<file path="config.mk">
export PLATFORM = sky130hd
export DESIGN_NAME = gpio_input_conditioner
export DESIGN_NICKNAME = d
export VERILOG_FILES = /design/src/rtl/gpio_pkg.sv /design/src/rtl/gpio_debounce_bit.sv /design/src/rtl/gpio_input_conditioner.sv
export SDC_FILE = /design/constraint.sdc
export NUM_CORES = 1
export LEC_CHECK = 0
export ABC_AREA = 0
export CORE_MARGIN = 4
export CORE_UTILIZATION = 57
export CTS_CLUSTER_SIZE = 28
export DETAILED_ROUTE_END_ITERATION = 6
export DONT_BUFFER_PORTS = 1
export PLACE_DENSITY_LB_ADDON = 0.25
export RECOVER_POWER = 100
export SYNTH_ARGS = -nofsm -noshare
export SYNTH_HDL_FRONTEND = slang
export SYNTH_SLANG_ARGS = --single-unit
</file>
<file path="constraint.sdc">
create_clock -name cpu_clock -period 2.25 [get_ports cpu_clock]
set_clock_uncertainty 0.2 [all_clocks]
set_input_delay 0.3375 -clock cpu_clock [delete_from_list [all_inputs] [get_ports cpu_clock]]
set_output_delay 0.3375 -clock cpu_clock [all_outputs]
set_load 0.02 [all_outputs]
</file>
<file path="src/rtl/gpio_pkg.sv">
// ---------------------------------------------------------------------------
// gpio_pkg
// Shared definitions for the GPIO input-conditioning path:
//   GPIO_MAX_PINS : width of every GPIO bus (64)
//   gpio_bus_t    : full-width GPIO bus type
//   DB_CNT_W      : width of the per-pin debounce counter (8)
//   db_cnt_t      : per-pin debounce counter type
//   presc_width() : prescaler counter width, clog2(n) with a 1-bit minimum
// ---------------------------------------------------------------------------
package gpio_pkg;

  localparam int GPIO_MAX_PINS = 64;
  typedef logic [GPIO_MAX_PINS-1:0] gpio_bus_t;

  localparam int DB_CNT_W = 8;
  typedef logic [DB_CNT_W-1:0] db_cnt_t;

  // A prescaler of 1 still needs a 1-bit counter register.
  function automatic int presc_width(input int n);
    return (n > 1) ? $clog2(n) : 1;
  endfunction

endpackage

</file>
<file path="src/rtl/gpio_debounce_bit.sv">
// ---------------------------------------------------------------------------
// gpio_debounce_bit
// One pin of the input conditioner: two-flop synchroniser, debounce counter,
// stable-level flop and registered edge pulses.
// Ports:
//   cpu_clock   in  system clock, all state on the rising edge
//   reset       in  synchronous active-high reset
//   pad         in  raw asynchronous pad level
//   bypass      in  1 = stable follows the synchronised pad every cycle
//   sample_tick in  shared debounce sample strobe
//   stable      out conditioned level
//   rise        out one-cycle pulse on stable 0->1
//   fall        out one-cycle pulse on stable 1->0
// ---------------------------------------------------------------------------
module gpio_debounce_bit
  import gpio_pkg::*;
#(
  parameter int THRESHOLD = 8
) (
  input  logic cpu_clock,
  input  logic reset,
  input  logic pad,
  input  logic bypass,
  input  logic sample_tick,
  output logic stable,
  output logic rise,
  output logic fall
);

  localparam db_cnt_t CNT_LAST = db_cnt_t'(THRESHOLD - 1);

  logic    sync1_q, sync2_q;
  logic    stable_q, stable_d;
  db_cnt_t cnt_q, cnt_d;
  logic    rise_q, fall_q;

  always_comb begin
    stable_d = stable_q;
    cnt_d    = cnt_q;
    if (bypass) begin
      // Bypass discards any partial count so re-enabling debounce starts clean.
      stable_d = sync2_q;
      cnt_d    = '0;
    end else if (sync2_q == stable_q) begin
      // Any return to the accepted level restarts the count, tick or not.
      cnt_d = '0;
    end else if (sample_tick) begin
      if (cnt_q == CNT_LAST) begin
        stable_d = sync2_q;
        cnt_d    = '0;
      end else begin
        cnt_d = cnt_q + db_cnt_t'(1);
      end
    end
  end

  always_ff @(posedge cpu_clock) begin
    if (reset) begin
      sync1_q  <= 1'b0;
      sync2_q  <= 1'b0;
      stable_q <= 1'b0;
      cnt_q    <= '0;
      rise_q   <= 1'b0;
      fall_q   <= 1'b0;
    end else begin
      sync1_q  <= pad;
      sync2_q  <= sync1_q;
      stable_q <= stable_d;
      cnt_q    <= cnt_d;
      // Pulses share the edge that updates stable, so they line up with
      // the first cycle the new level is visible.
      rise_q   <= stable_d & ~stable_q;
      fall_q   <= ~stable_d & stable_q;
    end
  end

  assign stable = stable_q;
  assign rise   = rise_q;
  assign fall   = fall_q;

endmodule

</file>
<file path="src/rtl/gpio_input_conditioner.sv">
// ---------------------------------------------------------------------------
// gpio_input_conditioner
// Synchronises raw pad inputs, optionally debounces each pin and produces
// rise/fall event pulses. gpio_in feeds the GPIO device directly.
// Ports:
//   cpu_clock       in  system clock
//   reset           in  synchronous active-high reset
//   pad_in          in  [63:0] raw asynchronous pad levels
//   debounce_bypass in  [63:0] per-pin 1 = skip debounce
//   gpio_in         out [63:0] conditioned level (bits >= PINS are 0)
//   rise_pulse      out [63:0] one-cycle 0->1 event per pin
//   fall_pulse      out [63:0] one-cycle 1->0 event per pin
//   sample_tick     out one-cycle debounce sample strobe
// ---------------------------------------------------------------------------
module gpio_input_conditioner
  import gpio_pkg::*;
#(
  parameter int PINS      = 16,
  parameter int PRESCALE  = 1000,
  parameter int THRESHOLD = 8
) (
  input  logic      cpu_clock,
  input  logic      reset,
  input  gpio_bus_t pad_in,
  input  gpio_bus_t debounce_bypass,
  output gpio_bus_t gpio_in,
  output gpio_bus_t rise_pulse,
  output gpio_bus_t fall_pulse,
  output logic      sample_tick
);

  localparam int PW = presc_width(PRESCALE);
  localparam logic [PW-1:0] PRESC_LAST = PW'(PRESCALE - 1);

  logic [PW-1:0] presc_q, presc_d;
  logic          tick_q, tick_d;

  // Tick is registered: it is high in the cycle after the counter holds
  // its last value, so with PRESCALE=1 it is high from the second cycle on.
  always_comb begin
    presc_d = presc_q + PW'(1);
    tick_d  = 1'b0;
    if (presc_q == PRESC_LAST) begin
      presc_d = '0;
      tick_d  = 1'b1;
    end
  end

  always_ff @(posedge cpu_clock) begin
    if (reset) begin
      presc_q <= '0;
      tick_q  <= 1'b0;
    end else begin
      presc_q <= presc_d;
      tick_q  <= tick_d;
    end
  end

  assign sample_tick = tick_q;

  for (genvar gi = 0; gi < GPIO_MAX_PINS; gi++) begin : g_pin
    if (gi < PINS) begin : g_impl
      gpio_debounce_bit #(
        .THRESHOLD (THRESHOLD)
      ) u_bit (
        .cpu_clock   (cpu_clock),
        .reset       (reset),
        .pad         (pad_in[gi]),
        .bypass      (debounce_bypass[gi]),
        .sample_tick (tick_q),
        .stable      (gpio_in[gi]),
        .rise        (rise_pulse[gi]),
        .fall        (fall_pulse[gi])
      );
    end else begin : g_tie
      assign gpio_in[gi]    = 1'b0;
      assign rise_pulse[gi] = 1'b0;
      assign fall_pulse[gi] = 1'b0;
    end
  end

  // Inputs of unimplemented pins are intentionally ignored.
  logic unused_inputs;
  assign unused_inputs = ^{pad_in, debounce_bypass};

endmodule

</file>
=== After elaboration in Yosys (flattened, before gate mapping) ===
Cells that the tools add are included.

* Add/sub/neg operators: 17
* Eq/ne operators: 33
* Mux-type cells: 81
* Bitwise operators: 64
* Reductions and logical operators: 17

{| class="wikitable"
|+ Operators by type and width
! operator !! count
|-
| adder 8 x 1 -> 8 bit, second input constant || 16
|-
| equality test 8 x 3 -> 1 bit, second input constant || 16
|-
| two-way mux 8 bit || 16
|-
| two-way mux 1 bit || 65
|-
| OR reduction 3 bit || 16
|-
| bitwise AND 1 bit || 32
|-
| inverter 1 bit || 32
|-
| equality test 1 bit || 16
|-
| adder 10 x 1 -> 10 bit, second input constant || 1
|-
| equality test 10 bit, second input constant || 1
|-
| OR reduction 2 bit || 1
|}

* Flip-flop bits (word level): 219
* Bits of input ports: 130
* Output and inout bits: 193

=== Depth between registers and ports, before layout ===
Gate-level depths: netlist of run 1.

* Depth after elaboration: 7
* Depth in mapped cells: 6
* Mapped depth without buffers: 5

=== Cells and area by module ===
A second synthesis of run 1 with hierarchy kept.

* Cell total of the unflattened synthesis: 1094
* Area, all modules: 10174.8 um^2

{| class="wikitable"
|+ Modules (own cells, without submodules)
! module !! instances !! cells each !! area an instance (um^2) !! seq. area each (um^2)
|-
| gpio_debounce_bit || 16 || 56 || 538.0 || 260.2
|-
| gpio_input_conditioner || 1 || 198 || 1566.5 || 220.2
|}

=== Least setup slack after synthesis of run 1 ===
Ideal clock, no wire load.

* Path kind: register -> register
* Start point: reg tick_q (netlist: sample_tick)
* End point: reg g_pin[0].g_impl.u_bit.stable_q
* Arrival: 1.412 ns
* Slack: 0.510 ns
* Stages on the path, launching flop included: 6
* Buffers on the path: 1
* Period minus slack after synthesis: 1.740 ns
* Path through: dfxtp_1 -> buf_2 -> nand3_1 -> o41a_1 -> mux2i_1 -> nor2_1

* Cells in the longest elaborated chain, start to end: 3

{| class="wikitable"
|+ Ends and longest elaborated chain
! element !! line !! text
|-
| start, declared || gpio_input_conditioner.sv:36 || <nowiki>logic tick_q, tick_d;</nowiki>
|-
| start signal, assigned || gpio_input_conditioner.sv:55 || <nowiki>tick_q <= tick_d;</nowiki>
|-
| two-way mux 1 bit || gpio_debounce_bit.sv:47 || <nowiki>end else if (sample_tick) begin</nowiki>
|-
| two-way mux 1 bit || gpio_debounce_bit.sv:44 || <nowiki>end else if (sync2_q == stable_q) begin</nowiki>
|-
| two-way mux 1 bit || gpio_debounce_bit.sv:40 || <nowiki>if (bypass) begin</nowiki>
|-
| end signal, assigned || gpio_debounce_bit.sv:68 || <nowiki>stable_q <= stable_d;</nowiki>
|-
| end, declared || gpio_debounce_bit.sv:33 || <nowiki>logic stable_q, stable_d;</nowiki>
|}

Every way passes these cells.
A chain may end at the register's enable or synchronous reset.

==> impl_metrics.yaml, run 1 <==
power:
  power.density_nw_per_um2: 800
  p_leak_nw: 3.86
  max-vdd-ir-drop_mv: 0.670
setup_path:
  required_ns: 2.43
  worstSetupEndpointType: "register"
  max_stage_delay_ns: 0.57
  cp_max_fo: 29
  worstPathArrival_ns: 2.23
  critPathKind: "reg2reg"
  worst_setup_path_start_kind: "register"
  slowest_stage: "dfxtp_4"
  path_cells: "clkbuf_1, nand4_1, nor3_1, xnor2_1, nor2_1"
floorplan:
  start_util_pct: 58.5
  die_y_um: 142
  core_area_um2: 17400
  fp.dieW_um: 142
  num_rows: 48
  io_pins: 323
  die_area_um2: 20100
sta:
  fin_crit_sh_pct: 91.2
  relSlewSlack_pct: 67.2
  period_minus_slack_ns: 2.05
  setup_viol: 0
  final.setup.tns_ns: 0
  drv_slew: 0
  worst_pin_slew_ns: 0.488
  hold_viol: 0
  rsz0062_at_grt: "no"
  max_freq_mhz: 487
clock_network:
  path_clk_slew_ns: 0.06
  cts_root_buf: "clkbuf_16"
  worstSkewPairLatency_ns: 0.49
  numCtsBuffers: 24
  cts_tree: "done"
  cts_max_level: 1
  clk_path_buf_depth: 3
  cts.sinks: 219
yosys:
  synth_xor_area_share_pct: 9.81
  postSynthCellCount: 1114
  yosys_warnings: 0
  synthDominantCellAreaShare_pct: 43.1
  synth_top_family_by_area: "simple AND/OR/NAND/NOR gates"
  yosys.area_share.simple_pct: 21.3
  synth_fa_ha_area_share_pct: 2.09
  synthArstFlopShare_pct: 0
  synth_edf_count: 0
  synth_area_leader_cell: "dfxtp_1"
  netlist-cell-type-count: 35
  synth_ff_type: "dfxtp_1"
  yosys-mux-area-fraction_pct: 3.15
  synth_compound_area_share_pct: 4.38
  synthTopCellsByArea: "dfxtp_1 (43%), buf_4 (14%), nor2_1 (5.6%)"
  syn_area_um2: 10200
  yosysSeqAreaShare_pct: 43.1
  ys_seq_elements: 219
  syn_avg_cell_area_um2: 9.14
grt:
  overflow: 0
  grt_use_total_pct: 15.1
  grt_antenna_before_repair: 0
  grt_pass1_wl_um: 26600
  grt_pass1_vias: 6120
  grt_max_degree: 101
layout:
  layout-drive-gt1-share_pct: 4.70
  post-route-util_pct: 61.6
  seq_area_um2: 4390
  final_nets: 1258
  syn_to_final_growth_pct: 5.46
  multi_input_area_um2: 4690
  nFillCells: 1492
  diodes: 0
place:
  port_buffers: 0
  gp_congestion: 0.791
  place_hpwl_um: 10500
job:
  maxCapViolCount: 0
run_status:
  status: "complete, no violations"
worst_hold_path:
  hp-class: "in2reg"
drt:
  ant_nets: 0
  num_vias: 6592
  drt_first_pass_iters: 4
  wire_per_inst_um: 11.6
  vias_per_cell: 4.87
  drcViolationCount: 0
  drtIter0Drc: 228
  drt-total-wl_um: 15700
[worst max-delay path: cells and delay by family (launching register included)]
kind	cells	cell delay [ns]
XOR/XNOR	1	0.15
buffers and inverters	1	0.43
flip-flops	1	0.57
AND/OR/NAND/NOR	3	0.57
[through the flow]
step | cells | instance area [µm²] | hold WS, ns | setup WS, ns | total power, mW
global placement | 1275 | 9520 | 0.216 | 0.366 | 4.40
floorplan | 1257 | 10700 | 0.214 | 0.510 | 4.61
global route | 1353 | 10700 | 0.0376 | 0.0557 | 8.92
CTS | 1353 | 10800 | 0.00234 | 0.315 | 8.72
detailed placement | 1275 | 9520 | 0.217 | 0.333 | 4.40
finish | 1353 | 10700 | 0.0171 | 0.198 | 8.59
[final cells by class]
type | instances | area share, %
timing repair buffer | 43 | 3.81
multi-input combinational | 796 | 43.7
tap | 225 | 2.62
clock inverter | 12 | 1.76
inverter | 27 | 0.944
clock buffer | 31 | 6.32
sequential | 219 | 40.9
[synthesized netlist by cell type (21+ instances only)]
master / n
dfxtp_1: 219
buf_4: 193
nor2_1: 152
xnor2_1: 63
xor2_1: 51
or3_1: 44
nand2_1: 43
nand3_1: 33
mux2i_1: 32
nor2b_1: 32
nor4b_1: 32
nand4_1: 30
inv_1: 27
nor3_1: 21
[logic make-up after synthesis]
logic type	after synthesis
multiplexers	32
AND/OR/NAND/NOR	422
flip-flops	219
XOR/XNOR	114
buffers and inverters	242
other	1
AO/OA/AOI/OAI	67
adder cells (fa/ha/maj)	17
[layer usage]
metal / up-vias / global-route usage, % / routed length [µm]
li1: 3425 / - / -
met1: 2984 / 18.7 / 7150
met2: 160 / 26.8 / 7300
met3: 23 / 3.30 / 973
met4: 0 / 3.89 / 278
met5: - / 0 / 0
[layout by cell type, fill, tap and decap left out, types with 7 or more instances in the layout]
cell	count
nor4_1	12
inv_1	27
ha_1	17
xnor2_1	63
o41a_1	10
nor3_1	21
conb_1	144
dfxtp_1	218
nor2_1	152
or2_0	7
xor2_1	51
and3_1	9
nor4b_1	32
dlygate4sd3_1	34
nand4_1	30
mux2i_1	32
clkbuf_16	25
clkbuf_1	8
nor2b_1	32
nand2_1	43
o21ai_0	17
a31oi_1	8
or3_1	44
nand3_1	33
a21oi_1	20
[sequential cells by signal, summed over array words and instances, names as in the netlist]
signal / count
sample_tick: 1
presc_q: 10
g_pin.g_impl.u_bit.fall: 16
g_pin.g_impl.u_bit.rise: 16
g_pin.g_impl.u_bit.sync1_q: 16
g_pin.g_impl.u_bit.cnt_q: 128
g_pin.g_impl.u_bit.stable: 16
g_pin.g_impl.u_bit.sync2_q: 16
[what timing repair did]
action,CTS,global route
endpoints found under the hold margin,146,0
hold buffers,35,0
gates resized for setup,0,0
buffers inserted,0,0
[worst paths after layout]
path                                                    start                        endpoint  slack (ns)  depth (start not counted)
worst max-delay path                              sample_tick  g_pin[4].g_impl.u_bit.cnt_q[7]        0.20                          5
worst min-delay path                       debounce_bypass[1]      g_pin[1].g_impl.u_bit.rise        0.02                          3
worst max register to register                    sample_tick  g_pin[4].g_impl.u_bit.cnt_q[7]        0.20                          5
worst min register to register  g_pin[4].g_impl.u_bit.sync1_q   g_pin[4].g_impl.u_bit.sync2_q        0.24                          1
[report_power, final]
part | leakage, nW | internal (mW) | switching (mW)
Sequential | 1.77 | 3.93 | 0.0569
Clock | 0.432 | 2.70 | 1.49
Combinational | 1.65 | 0.111 | 0.309
Total | 3.86 | 6.73 | 1.86
Power figures use the tool's default switching activity.
==> run 2: changes to the inputs <==
--- a/config.mk
+++ b/config.mk
@@ -15,4 +15,5 @@
 export RECOVER_POWER = 100
 export SYNTH_ARGS = -nofsm -noshare
 export SYNTH_HDL_FRONTEND = slang
+export SYNTH_HIERARCHICAL = 1
 export SYNTH_SLANG_ARGS = --single-unit
==> run 2 against run 1 <==
Worst hold slack got worse by 0.0058 ns. Power decreased by 8.8%. Critical endpoint is now sample_tick. Via count up 11%. Non-clock buffer count up 17. Register-to-register slack improved by 0.05 ns. Clock power fell by 19%.
==> impl_metrics.yaml, run 2 <==
sta:
  worst_pin_slew_ns: 1.04
  final.setup.tns_ns: 0
  setup_viol: 0
  hold_viol: 0
  max_freq_mhz: 500
  relSlewSlack_pct: 30.9
  rsz0062_at_grt: "no"
  finalWorstSetupSlack_ns: 0.249
  drv_slew: 0
  fin_crit_sh_pct: 89.0
  period_minus_slack_ns: 2.00
floorplan:
  core_area_um2: 17400
  io_pins: 323
  start_util_pct: 58.4
  num_rows: 48
  die_area_um2: 20100
  fp.dieW_um: 142
  die_y_um: 142
drt:
  ant_nets: 0
  num_vias: 7312
  drt-total-wl_um: 18100
  drcViolationCount: 0
  drt_first_pass_iters: 4
  vias_per_cell: 5.35
  wire_per_inst_um: 13.2
  drtIter0Drc: 313
setup_path:
  slowest_stage: "dfxtp_4"
  cp_max_fo: 15
  worstPathArrival_ns: 1.46
  startpoint: "sample_tick"
  path_cells: "buf_4, clkbuf_1"
  worstSetupEndpointType: "output port"
  path_delay_family: "buffers and inverters"
  r2r_start: "sample_tick"
  worst_setup_path_start_kind: "register"
  crit_buf_inv: 2
  required_ns: 1.71
  critPathKind: "reg2out"
  max_stage_delay_ns: 0.48
  r2r_slack_ns: 0.25
yosys:
  synth_common_cells: "dfxtp_1 (219), buf_4 (144), or3_1 (81), xor2_1 (51), nand4_1 (50)"
  synthTopCellsByArea: "dfxtp_1 (43%), buf_4 (11%), or3_1 (5.0%)"
  yosysMostFrequentCell: "dfxtp_1"
  synth_ff_type: "dfxtp_1"
  synth_edf_count: 0
  postSynthCellCount: 1094
  yosysSeqAreaShare_pct: 43.1
  yosys_warnings: 6
  ys_seq_elements: 219
  syn_area_um2: 10200
  netlist-cell-type-count: 31
  synth_area_leader_cell: "dfxtp_1"
  synthArstFlopShare_pct: 0
  synthDominantCellAreaShare_pct: 43.1
  syn_avg_cell_area_um2: 9.30
worst_hold_path:
  min_from: "reset"
  hp-class: "in2reg"
clock_network:
  cts_repair_resize_count: 0
  cts_root_buf: "clkbuf_16"
  worstSkewPairLatency_ns: 0.50
  cts_max_level: 1
  numCtsBuffers: 23
  path_clk_slew_ns: 0.06
  cts_tree: "done"
  cts.sinks: 219
  clk_path_buf_depth: 3
place:
  port_buffers: 0
  gp_congestion: 0.794
  place_hpwl_um: 11700
  place_ws_ns: 0.295
grt:
  grt_pass1_wl_um: 30000
  grt_antenna_before_repair: 2
  grt_use_total_pct: 17.2
  overflow: 0
  grt_pass1_vias: 6544
  grt_max_degree: 106
layout:
  largest_reg_flops: 128
  final_common_cell: "dfxtp_1"
  final_nets: 1277
  final_cell_mix: "dfxtp_1 (218), conb_1 (144), or3_1 (81), xor2_1 (51), nand4_1 (50)"
  max_flop_register: "g_pin.g_impl.u_bit/cnt_q"
  layout-drive-gt1-share_pct: 3.85
  post-route-util_pct: 62.6
  syn_to_final_growth_pct: 7.10
power:
  max-vdd-ir-drop_mv: 0.515
  power.density_nw_per_um2: 719
  p_leak_nw: 3.79
  finalPower_mw: 7.83
run_status:
  status: "complete, no violations"
job:
  maxCapViolCount: 0
## run 2: cell count changes after synthesis, sizes merged, moves of 8 or more
cell and change:
inv -9, xnor2 -29, nand2b +32, or3 +37, nor3 +28, o21ai +31
and3 -8, buf -44, a211oi +29, nand4 +20, or2 -10, nor2 -112
clkbuf +21
## run 2: metal layers
| metal | GRT usage [%] | share of wire [%] | vias to the layer above |
|---|---|---|---|
| met2 | 28.0 | 46 | 220 |
| met4 | 5.20 | 2.2 | 0 |
| met3 | 3.64 | 7.1 | 35 |
| met1 | 23.1 | 45 | 3382 |
| li1 | - | - | 3675 |
| met5 | 0 | 0 | - |
## run 2: what timing repair did
item	CTS	global route
setup buffers	0	0
hold endpoints to repair	123	0
endpoints found under the setup margin	0	0
hold buffers	36	0
## run 2: cell families after synthesis
family                   after synthesis  synth area share (%)
AO/OA/AOI/OAI                        119                  7.85
multiplexers                          32                  3.15
buffers and inverters                210                  13.3
XOR/XNOR                              85                  7.32
flip-flops                           219                  43.1
adder cells (fa/ha/maj)               17                  2.09
other                                  1                0.0369
AND/OR/NAND/NOR                      411                  23.2
## run 2: area by class of cell
cell class                 instances  area, µm²
timing repair buffer              60        510
sequential                       219       4390
clock inverter                     3       18.8
tap                              225        282
antenna                            1       2.50
multi-input combinational        808       4970
inverter                          18       67.6
fill                            1544       6520
clock buffer                      34        657
## run 2: power by group
| part | internal, mW | switching (mW) |
|---|---|---|
| registers | 3.93 | 0.0607 |
| logic | 0.119 | 0.319 |
| clock network | 2.00 | 1.40 |
| total | 6.05 | 1.78 |
## run 2: path summary, 6_finish.rpt
| kind | endpoint | cells past startpoint |
|---|---|---|
| min reg2reg | g_pin[0].g_impl.u_bit/sync2_q | 1 |
| max | sample_tick | 2 |
| min | g_pin[0].g_impl.u_bit/cnt_q[6] | 2 |
| max reg2reg | g_pin[3].g_impl.u_bit/rise | 4 |
## run 2: stage by stage
stage	area, µm²	hold WS, ns	cells
detailed placement	9920	0.218	1294
finish	10900	0.0112	1368
global route	10900	0.0247	1367
CTS	11000	0.00120	1367
floorplan	10700	0.207	1237
global placement	9920	0.216	1294
